`src/rtl/result_bus_arbiter_if.sv`:
```
// Result-bus arbiter port bundle: station-array requests in, grant pulses and
// registered result-bus broadcasts out. The arbiter uses master; stations/bench use slave.
interface result_bus_arbiter_if #(
  parameter int SIZE               = 32,
  parameter int STATION_COUNT      = 4,
  parameter int STATION_INDEX_SIZE = 2,
  parameter int BUS_COUNT          = 2
);

  logic                                    flush;
  logic [STATION_COUNT-1:0]                station_occupied;
  logic [STATION_COUNT-1:0]                station_result_ready;
  logic [STATION_COUNT*SIZE-1:0]           station_result;
  logic [STATION_COUNT-1:0]                set_unoccupied;
  logic [BUS_COUNT-1:0]                    bus_asserted;
  logic [BUS_COUNT*STATION_INDEX_SIZE-1:0] bus_source;
  logic [BUS_COUNT*SIZE-1:0]               bus_value;

  modport master (
    input  flush,
    input  station_occupied,
    input  station_result_ready,
    input  station_result,
    output set_unoccupied,
    output bus_asserted,
    output bus_source,
    output bus_value
  );

  modport slave (
    output flush,
    output station_occupied,
    output station_result_ready,
    output station_result,
    input  set_unoccupied,
    input  bus_asserted,
    input  bus_source,
    input  bus_value
  );

endinterface

```
`src/rtl/result_bus_arbiter.sv`:
```
// Result-bus transmit arbiter: grants up to BUS_COUNT ready stations per cycle and
// broadcasts them one cycle later. Define RESULT_BUS_ARB_FAIR_EN for round-robin scan order.
module result_bus_arbiter #(
  parameter int SIZE               = 32,
  parameter int STATION_COUNT      = 4,
  parameter int STATION_INDEX_SIZE = 2,
  parameter int BUS_COUNT          = 2
) (
  input logic                  clock,
  input logic                  reset,
  result_bus_arbiter_if.master rb
);

  localparam int SC  = STATION_COUNT;
  localparam int SIS = STATION_INDEX_SIZE;
  localparam int BC  = BUS_COUNT;

  if (SC > (1 << SIS) || BC < 1 || BC > SC) begin : g_bad_params
    $error("result_bus_arbiter: illegal STATION_COUNT/STATION_INDEX_SIZE/BUS_COUNT combination");
  end

  logic [SC-1:0]       request;
  logic [SC-1:0]       grant;
  logic                any_grant;
  logic [SIS-1:0]      last_grant;
  logic [SIS-1:0]      scan_start;

  logic [BC-1:0]       bus_asserted_q, bus_asserted_d;
  logic [BC*SIS-1:0]   bus_source_q,   bus_source_d;
  logic [BC*SIZE-1:0]  bus_value_q,    bus_value_d;

`ifdef RESULT_BUS_ARB_FAIR_EN
  logic [SIS-1:0]      rr_ptr_q, rr_ptr_d;
  assign scan_start = rr_ptr_q;
`else
  assign scan_start = '0;
`endif

  assign request = rb.station_occupied & rb.station_result_ready;

  // Walk stations from scan_start with wrap; the k-th requester found lands on bus k.
  // NOTE: every variable written here gets a default first, so no path can infer a latch.
  always_comb begin
    int slot;
    int idx;
    grant          = '0;
    any_grant      = 1'b0;
    last_grant     = '0;
    bus_asserted_d = '0;
    bus_source_d   = bus_source_q;
    bus_value_d    = bus_value_q;
    slot           = 0;
    idx            = 0;
    for (int j = 0; j < SC; j++) begin
      idx = int'(scan_start) + j;
      if (idx >= SC) idx = idx - SC;
      if (request[idx] && slot < BC) begin
        grant[idx]                     = 1'b1;
        any_grant                      = 1'b1;
        last_grant                     = SIS'(idx);
        bus_asserted_d[slot]           = 1'b1;
        bus_source_d[slot*SIS +: SIS]  = SIS'(idx);
        bus_value_d[slot*SIZE +: SIZE] = rb.station_result[idx*SIZE +: SIZE];
        slot                           = slot + 1;
      end
    end
    // Flush and reset squash the whole cycle: no frees, idle buses, tags/values held.
    if (reset || rb.flush) begin
      grant          = '0;
      any_grant      = 1'b0;
      bus_asserted_d = '0;
      bus_source_d   = bus_source_q;
      bus_value_d    = bus_value_q;
    end
  end

`ifdef RESULT_BUS_ARB_FAIR_EN
  always_comb begin
    rr_ptr_d = rr_ptr_q;
    if (any_grant) begin
      rr_ptr_d = (int'(last_grant) + 1 >= SC) ? '0 : last_grant + 1'b1;
    end
  end
`endif

  // NOTE: registers use non-blocking assignments so every flop samples pre-edge values.
  always_ff @(posedge clock) begin
    if (reset) begin
      bus_asserted_q <= '0;
      bus_source_q   <= '0;
      bus_value_q    <= '0;
`ifdef RESULT_BUS_ARB_FAIR_EN
      rr_ptr_q       <= '0;
`endif
    end else begin
      bus_asserted_q <= bus_asserted_d;
      bus_source_q   <= bus_source_d;
      bus_value_q    <= bus_value_d;
`ifdef RESULT_BUS_ARB_FAIR_EN
      rr_ptr_q       <= rr_ptr_d;
`endif
    end
  end

  assign rb.set_unoccupied = grant;
  assign rb.bus_asserted   = bus_asserted_q;
  assign rb.bus_source     = bus_source_q;
  assign rb.bus_value      = bus_value_q;

endmodule

```
`src/flat_wrapper.sv`:
```
// flat-port wrapper written by rule: the top's interface ports become plain ports
module result_bus_arbiter_flat 
#(
  parameter int SIZE               = 32,
  parameter int STATION_COUNT      = 4,
  parameter int STATION_INDEX_SIZE = 2,
  parameter int BUS_COUNT          = 2
)
  (clock, reset, rb_flush, rb_station_occupied, rb_station_result_ready, rb_station_result, rb_set_unoccupied, rb_bus_asserted, rb_bus_source, rb_bus_value);
  result_bus_arbiter_if #(.SIZE(SIZE), .STATION_COUNT(STATION_COUNT), .STATION_INDEX_SIZE(STATION_INDEX_SIZE), .BUS_COUNT(BUS_COUNT)) rb_i ();
  input logic clock;
  input logic reset;
  input wire logic [$bits(rb_i.flush)-1:0] rb_flush;
  input wire logic [$bits(rb_i.station_occupied)-1:0] rb_station_occupied;
  input wire logic [$bits(rb_i.station_result_ready)-1:0] rb_station_result_ready;
  input wire logic [$bits(rb_i.station_result)-1:0] rb_station_result;
  output wire logic [$bits(rb_i.set_unoccupied)-1:0] rb_set_unoccupied;
  output wire logic [$bits(rb_i.bus_asserted)-1:0] rb_bus_asserted;
  output wire logic [$bits(rb_i.bus_source)-1:0] rb_bus_source;
  output wire logic [$bits(rb_i.bus_value)-1:0] rb_bus_value;
  assign rb_i.flush = rb_flush;
  assign rb_i.station_occupied = rb_station_occupied;
  assign rb_i.station_result_ready = rb_station_result_ready;
  assign rb_i.station_result = rb_station_result;
  assign rb_set_unoccupied = rb_i.set_unoccupied;
  assign rb_bus_asserted = rb_i.bus_asserted;
  assign rb_bus_source = rb_i.bus_source;
  assign rb_bus_value = rb_i.bus_value;
  result_bus_arbiter #(.SIZE(SIZE), .STATION_COUNT(STATION_COUNT), .STATION_INDEX_SIZE(STATION_INDEX_SIZE), .BUS_COUNT(BUS_COUNT)) u_core (.clock(clock), .reset(reset), .rb(rb_i));
endmodule
```
`config.mk`:
```
export PLATFORM = sky130hd
export DESIGN_NAME = result_bus_arbiter_flat
export DESIGN_NICKNAME = d
export VERILOG_FILES = /design/src/rtl/result_bus_arbiter_if.sv /design/src/rtl/result_bus_arbiter.sv /design/src/flat_wrapper.sv
export SDC_FILE = /design/constraint.sdc
export NUM_CORES = 1
export LEC_CHECK = 0
export ABC_AREA = 1
export BUFFER_PORTS_ARGS = -buffer_cell sky130_fd_sc_hd__buf_2
export CORE_MARGIN = 2
export CORE_UTILIZATION = 55
export CTS_CLUSTER_SIZE = 14
export DETAILED_ROUTE_END_ITERATION = 10
export GPL_TIMING_DRIVEN = 1
export PLACE_DENSITY = 0.92
export SYNTH_ARGS = -nofsm -noshare
export SYNTH_HDL_FRONTEND = slang
export SYNTH_SLANG_ARGS = --single-unit
```
`constraint.sdc`:
```
create_clock -name clock -period 8.6 [get_ports clock]
set_input_delay 0.86 -clock clock [delete_from_list [all_inputs] [get_ports clock]]
set_output_delay 0.86 -clock clock [all_outputs]
set_load 0.02 [all_outputs]
```
* After elaboration in Yosys (flattened, before gate mapping)
Cells that the tools add are included.
** Cells by class
- Add/subtract/negate cells :: 8
- Order comparisons :: 9
- Shifts and indexed selects :: 12
- Multiplexer cells :: 32
- Bitwise logic cells :: 4
- Reduce and logical (&&, ||, !) cells :: 8
** Operators with widths (number)
- $neg A32 Y33 :: 6
- $bwmux W64 :: 3
- $lt A32 B3 Y1 const B :: 6
- $mux W64 :: 3
- $shift A32 B33 Y64 const A :: 3
- $shiftx A32 B33 Y64 :: 3
- $shift A2 B33 Y4 const A :: 3
- $shiftx A2 B33 Y4 const A :: 3
- $ge A32 B1 Y1 const B :: 3
- $mux W32 :: 3
- $add A32 B2 Y32 const B :: 2
- $mux W4 :: 5
- $bwmux W4 :: 3
- $mux W2 :: 5
- $logic_and A1 B1 Y1 :: 6
- $mux W1 :: 6
- $and A4 B4 Y4 :: 1
- $or A2 B2 Y2 :: 2
- $demux W1 S1 :: 3
- $mux W3 :: 1
- $or A1 B2 Y2 :: 1
- $reduce_or A2 Y1 :: 1
- $logic_or A1 B1 Y1 :: 1
** Word-level totals
- Bits in registers :: 70
- Bits of input ports :: 139
- Output and inout port bits :: 74
- Word-level logic and storage cells :: 76

* Depth between registers and ports, before layout
- Word-level depth :: 14
- Depth in mapped cells :: 19
- Depth with buffers taken out :: 16

* Least setup slack after synthesis
No wires, ideal clock.
- Path type :: input port to flip-flop
- Start point :: in rb_station_occupied[0]
- End point :: reg u_core.bus_value_q[31] (netlist: u_core.rb.bus_value[31])
- Library setup time :: 109 ps
- Arrival :: 3447 ps
- Required time :: 8491 ps
- Setup slack :: 5044 ps
- Stages on the path :: 17
- Path buffers :: 4
- Cells stage by stage :: nand2_1 buf_2 buf_2 ha_1 nand3_2 nand2_2 buf_2 nand3_1 ha_1 or2_2 nor2_4 nand3_4 buf_6 nand2_1 nand3_1 nand2_1 inv_1
** On the way
- Longest elaborated chain between the ends :: 12
- Elaborated cells between the ends (all ways) :: 28
- Classes of those cells :: 5 x add/sub; 3 x order compare; 6 x shift; 10 x mux; 1 x bitwise; 3 x reduce/logical
** RTL lines
- start, declared :: RTL line flat_wrapper.sv:14 : input wire logic [$bits(rb_i.station_occupied)-1:0] rb_station_occupied;
- $and A4 B4 Y4 * :: RTL line result_bus_arbiter.sv:39 : assign request = rb.station_occupied & rb.station_result_ready;
- $mux W1 :: RTL line result_bus_arbiter.sv:57 : if (request[idx] && slot < BC) begin
- $lt A32 B3 Y1 :: RTL line result_bus_arbiter.sv:57
- $logic_and A1 B1 Y1 :: RTL line result_bus_arbiter.sv:57
- $mux W32 :: RTL line result_bus_arbiter.sv:57
- $lt A32 B3 Y1 :: RTL line result_bus_arbiter.sv:57
- $logic_and A1 B1 Y1 :: RTL line result_bus_arbiter.sv:57
- $mux W32 :: RTL line result_bus_arbiter.sv:57
- $neg A32 Y33 :: RTL line result_bus_arbiter.sv:63 : bus_value_d[slot*SIZE +: SIZE] = rb.station_result[idx*SIZE +: SIZE];
- $shiftx A32 B33 Y64 / $shift A32 B33 Y64 (equally long branches) :: RTL line result_bus_arbiter.sv:63
- $bwmux W64 :: RTL line result_bus_arbiter.sv:63
- $mux W64 * :: RTL line result_bus_arbiter.sv:57
- end signal, assigned :: RTL line result_bus_arbiter.sv:98 : bus_value_q <= bus_value_d;
- end, declared :: RTL line result_bus_arbiter.sv:30 : logic [BC*SIZE-1:0] bus_value_q, bus_value_d;
Mark *: on every way between the ends. The rest lies on a longest branch, timed or not.
A chain may end at the register's enable or synchronous reset.

* Worst setup path in the final report
- Start point :: in rb_station_result_ready[1]
- End point :: reg u_core.bus_value_q[14] (netlist: u_core.rb.bus_value[14])
** On the way
- Longest elaborated chain between the ends :: 10
- Elaborated cells between the ends (all ways) :: 20
- Classes of those cells :: 3 x add/sub; 2 x order compare; 4 x shift; 7 x mux; 1 x bitwise; 3 x reduce/logical
** RTL lines
- start, declared :: RTL line flat_wrapper.sv:15 : input wire logic [$bits(rb_i.station_result_ready)-1:0] rb_station_result_ready;
- $and A4 B4 Y4 * :: RTL line result_bus_arbiter.sv:39
- $logic_and A1 B1 Y1 * :: RTL line result_bus_arbiter.sv:57
- $mux W32 :: RTL line result_bus_arbiter.sv:57
- $lt A32 B3 Y1 :: RTL line result_bus_arbiter.sv:57
- $logic_and A1 B1 Y1 :: RTL line result_bus_arbiter.sv:57
- $mux W32 :: RTL line result_bus_arbiter.sv:57
- $neg A32 Y33 :: RTL line result_bus_arbiter.sv:63
- $shiftx A32 B33 Y64 / $shift A32 B33 Y64 (equally long branches) :: RTL line result_bus_arbiter.sv:63
- $bwmux W64 :: RTL line result_bus_arbiter.sv:63
- $mux W64 * :: RTL line result_bus_arbiter.sv:57
Marked as above.

==> impl_metrics.env <==
export IMPL_outcome="completed"
export IMPL_required_ps=8870
export IMPL_arrival_ps=6330
export IMPL_worstSetupPathType="input pin to flip-flop"
export IMPL_fill_cells=1031
export IMPL_ios=213
export IMPL_fp_dieW_um=106
export IMPL_setup_tns_ps=0
export IMPL_post_route_drc_count=0
export IMPL_endpoint_kind="flip-flop"
export IMPL_setup_viol_count_final=0
export IMPL_port_buffers=212
export IMPL_worst_hold_path_type="flip-flop to flip-flop"
export IMPL_die_area_um2=11300
export IMPL_synth_seq_area_share_pct=24.4
export IMPL_syn_inst=1055
export IMPL_final_util_pct=67.0
export IMPL_drtPass1Iterations=6
export IMPL_root_buffer="clkbuf_8"
export IMPL_drive_gt1_share_pct=20.9
export IMPL_setup_ws_ps=2550
export IMPL_die_h_um=106
export IMPL_relSlewSlack_pct=17.2
export IMPL_grt_max_degree=69
export IMPL_ys_ff_latch=70
export IMPL_num_vias=7717
export IMPL_design_area_um2=6860
export IMPL_num_rows=37
export IMPL_yosys_area_share_adder_pct=0.436
export IMPL_synth_compound_area_share_pct=7.02
export IMPL_wire_per_inst_um=15.4
export IMPL_syn_nets=1196
export IMPL_finClkSkew_ps=0
export IMPL_grt_pass1_wl_mm=32.5
export IMPL_area_growth_pct=19.5
export IMPL_synth_mux_area_share_pct=0
export IMPL_grt_overflow=0
export IMPL_maxCapViolations=0
export IMPL_hold_slack_ps=478
export IMPL_cts_resized=0
export IMPL_syn_avg_cell_area_um2=5.44
export IMPL_power_density_nw_per_um2=133
export IMPL_fin_crit_ps=6050
export IMPL_worst_slew_pin_slew_ps=1240
export IMPL_hold_violations=0
export IMPL_preCtsSetupSlack_ps=2310
export IMPL_gp_congestion=0.902
export IMPL_clk_pin_slew_ps=80
export IMPL_avgViaCountPerCell=5.75
export IMPL_start_kind="input pin"
export IMPL_cts_buffers=9
export IMPL_synth_top_family_by_area="simple AND/OR/NAND/NOR gates"
export IMPL_dp_hpwl_mm=13.0
export IMPL_power_leakage_nw=3.57
export IMPL_ys_warn_count=0
export IMPL_antenna_found_initial=0
export IMPL_cts_setup_buffers=0
export IMPL_ant_nets=0
export IMPL_diodes=0
export IMPL_clock_sinks=70
export IMPL_peakVddDrop_mv=0.0771
export IMPL_grt_total_usage_pct=35.6
export IMPL_core_area_um2=10200
export IMPL_slew_viol_final=0
export IMPL_drt_iter0_drc=889
export IMPL_min_period_over_period_pct=70.4
export IMPL_wl_mm=20.7
export IMPL_cts_path_max_buffers=2
export IMPL_nets=1342
export IMPL_initial_utilization_pct=56.1
export IMPL_netlist_area_um2=5740
export IMPL_synth_distinct_cells=26
export IMPL_yosys_area_share_simple_pct=56.5
export IMPL_first_global_vias=6786
export IMPL_synth_xor_area_share_pct=0
export IMPL_maxClockFrequency_ghz=0.165
export IMPL_cts_hold_buf=0
export IMPL_rsz0062_at_grt="false"
export IMPL_crit_fanout=41
export IMPL_clk_latency_ps=350
export IMPL_cts_tree="built"
export IMPL_placed_cell_area_um2=6660
export IMPL_htree_num_levels=3
[path summary, 6_finish.rpt]
check / startpoint / to / slack [ps] / cells past startpoint
hold / removal: u_core.rb.bus_value[50]$_SDFFE_PP0N_ / u_core.rb.bus_value[50]$_SDFFE_PP0N_ / 480 / 2
hold reg to reg: u_core.rb.bus_value[50]$_SDFFE_PP0N_ / u_core.rb.bus_value[50]$_SDFFE_PP0N_ / 480 / 2
setup reg to reg: u_core.rb.bus_value[25]$_SDFFE_PP0N_ / u_core.rb.bus_value[25]$_SDFFE_PP0N_ / 7490 / 8
setup / recovery: rb_station_result_ready[1] / u_core.rb.bus_value[14]$_SDFFE_PP0N_ / 2550 / 14
[final cells by class]
type / count / area [um2] / area share (%)
clock buffer: 13 / 159 / 2.32
clock inverter: 3 / 42.5 / 0.620
inverter: 72 / 270 / 3.94
multi-input combinational: 830 / 3710 / 54.1
sequential: 70 / 1400 / 20.4
tap: 136 / 170 / 2.48
timing repair buffer: 218 / 1110 / 16.1
[critical path, stage by stage]
cell	delay [ps]
buf_2	120
nand2_4	380
inv_2	400
nand2_4	490
nand3_2	760
nand2_2	870
nand3_1	160
ha_1	320
or2_2	300
nor2_4	660
nand3_4	510
nand2_1	190
nand3_1	80
a21oi_1	160
[report_power, final]
group | leakage [nW] | internal [mW] | switching, mW
clock | 0.0996 | 0.150 | 0.136
combinational | 2.91 | 0.0889 | 0.192
sequential | 0.568 | 0.336 | 0.00993
[cells in the final DEF, fill, tap and decap left out, types with 7 or more instances in the layout]
cell	count
nand2_1	404
nand3_1	223
buf_2	212
nor2_1	70
dfxtp_1	70
inv_1	69
a21oi_1	69
nand4_1	32
clkbuf_8	11
nor2_4	7
[layer usage]
layer  share of wire (%)  wire length [um]  GRT usage [%]
met2                  46              9440           56.2
met1                  37              7630           46.3
met4                 4.3               899           20.4
met3                  13              2740           5.52
met5                   0                 0              0
[per-stage QoR]
stage	cells	total power, mW
final	1342	0.912
after CTS	1342	0.903
after global placement	1326	0.621
after detailed placement	1326	0.626
after global routing	1342	0.952
after floorplan	1055	0.537
[cell usage after synthesis]
cell	count	share of area, %
a21oi_1	69	6.0
a31oi_1	2	0.22
buf_1	11	0.72
buf_2	36	3.1
buf_4	2	0.26
buf_6	4	0.78
clkbuf_1	30	2.0
conb_1	1	0.065
dfxtp_1	70	24
ha_1	2	0.44
inv_1	69	4.5
inv_2	3	0.20
nand2_1	405	26
nand2_2	3	0.33
nand2_4	2	0.39
nand3_1	223	19
nand3_2	1	0.17
nand3_4	1	0.31
nand3b_1	2	0.26
nand4_1	32	3.5
nor2_1	73	4.8
nor2_2	2	0.22
nor2_4	2	0.39
o211ai_1	2	0.26
o21ai_0	6	0.52
or2_2	2	0.22
[registers in the layout, indices dropped and copies added, names as in the netlist]
register / cells
u_core.rb.bus_value: 64
u_core.rb.bus_asserted: 2
u_core.rb.bus_source: 4
[cell families after synthesis]
kind of cell	after synthesis
adders and majority gates	2
buffers and inverters	155
DFF	70
AOI/OAI and AO/OA	79
and+or+nand+nor	748
other	1
No activity file was read; power rests on OpenSTA's default activity.
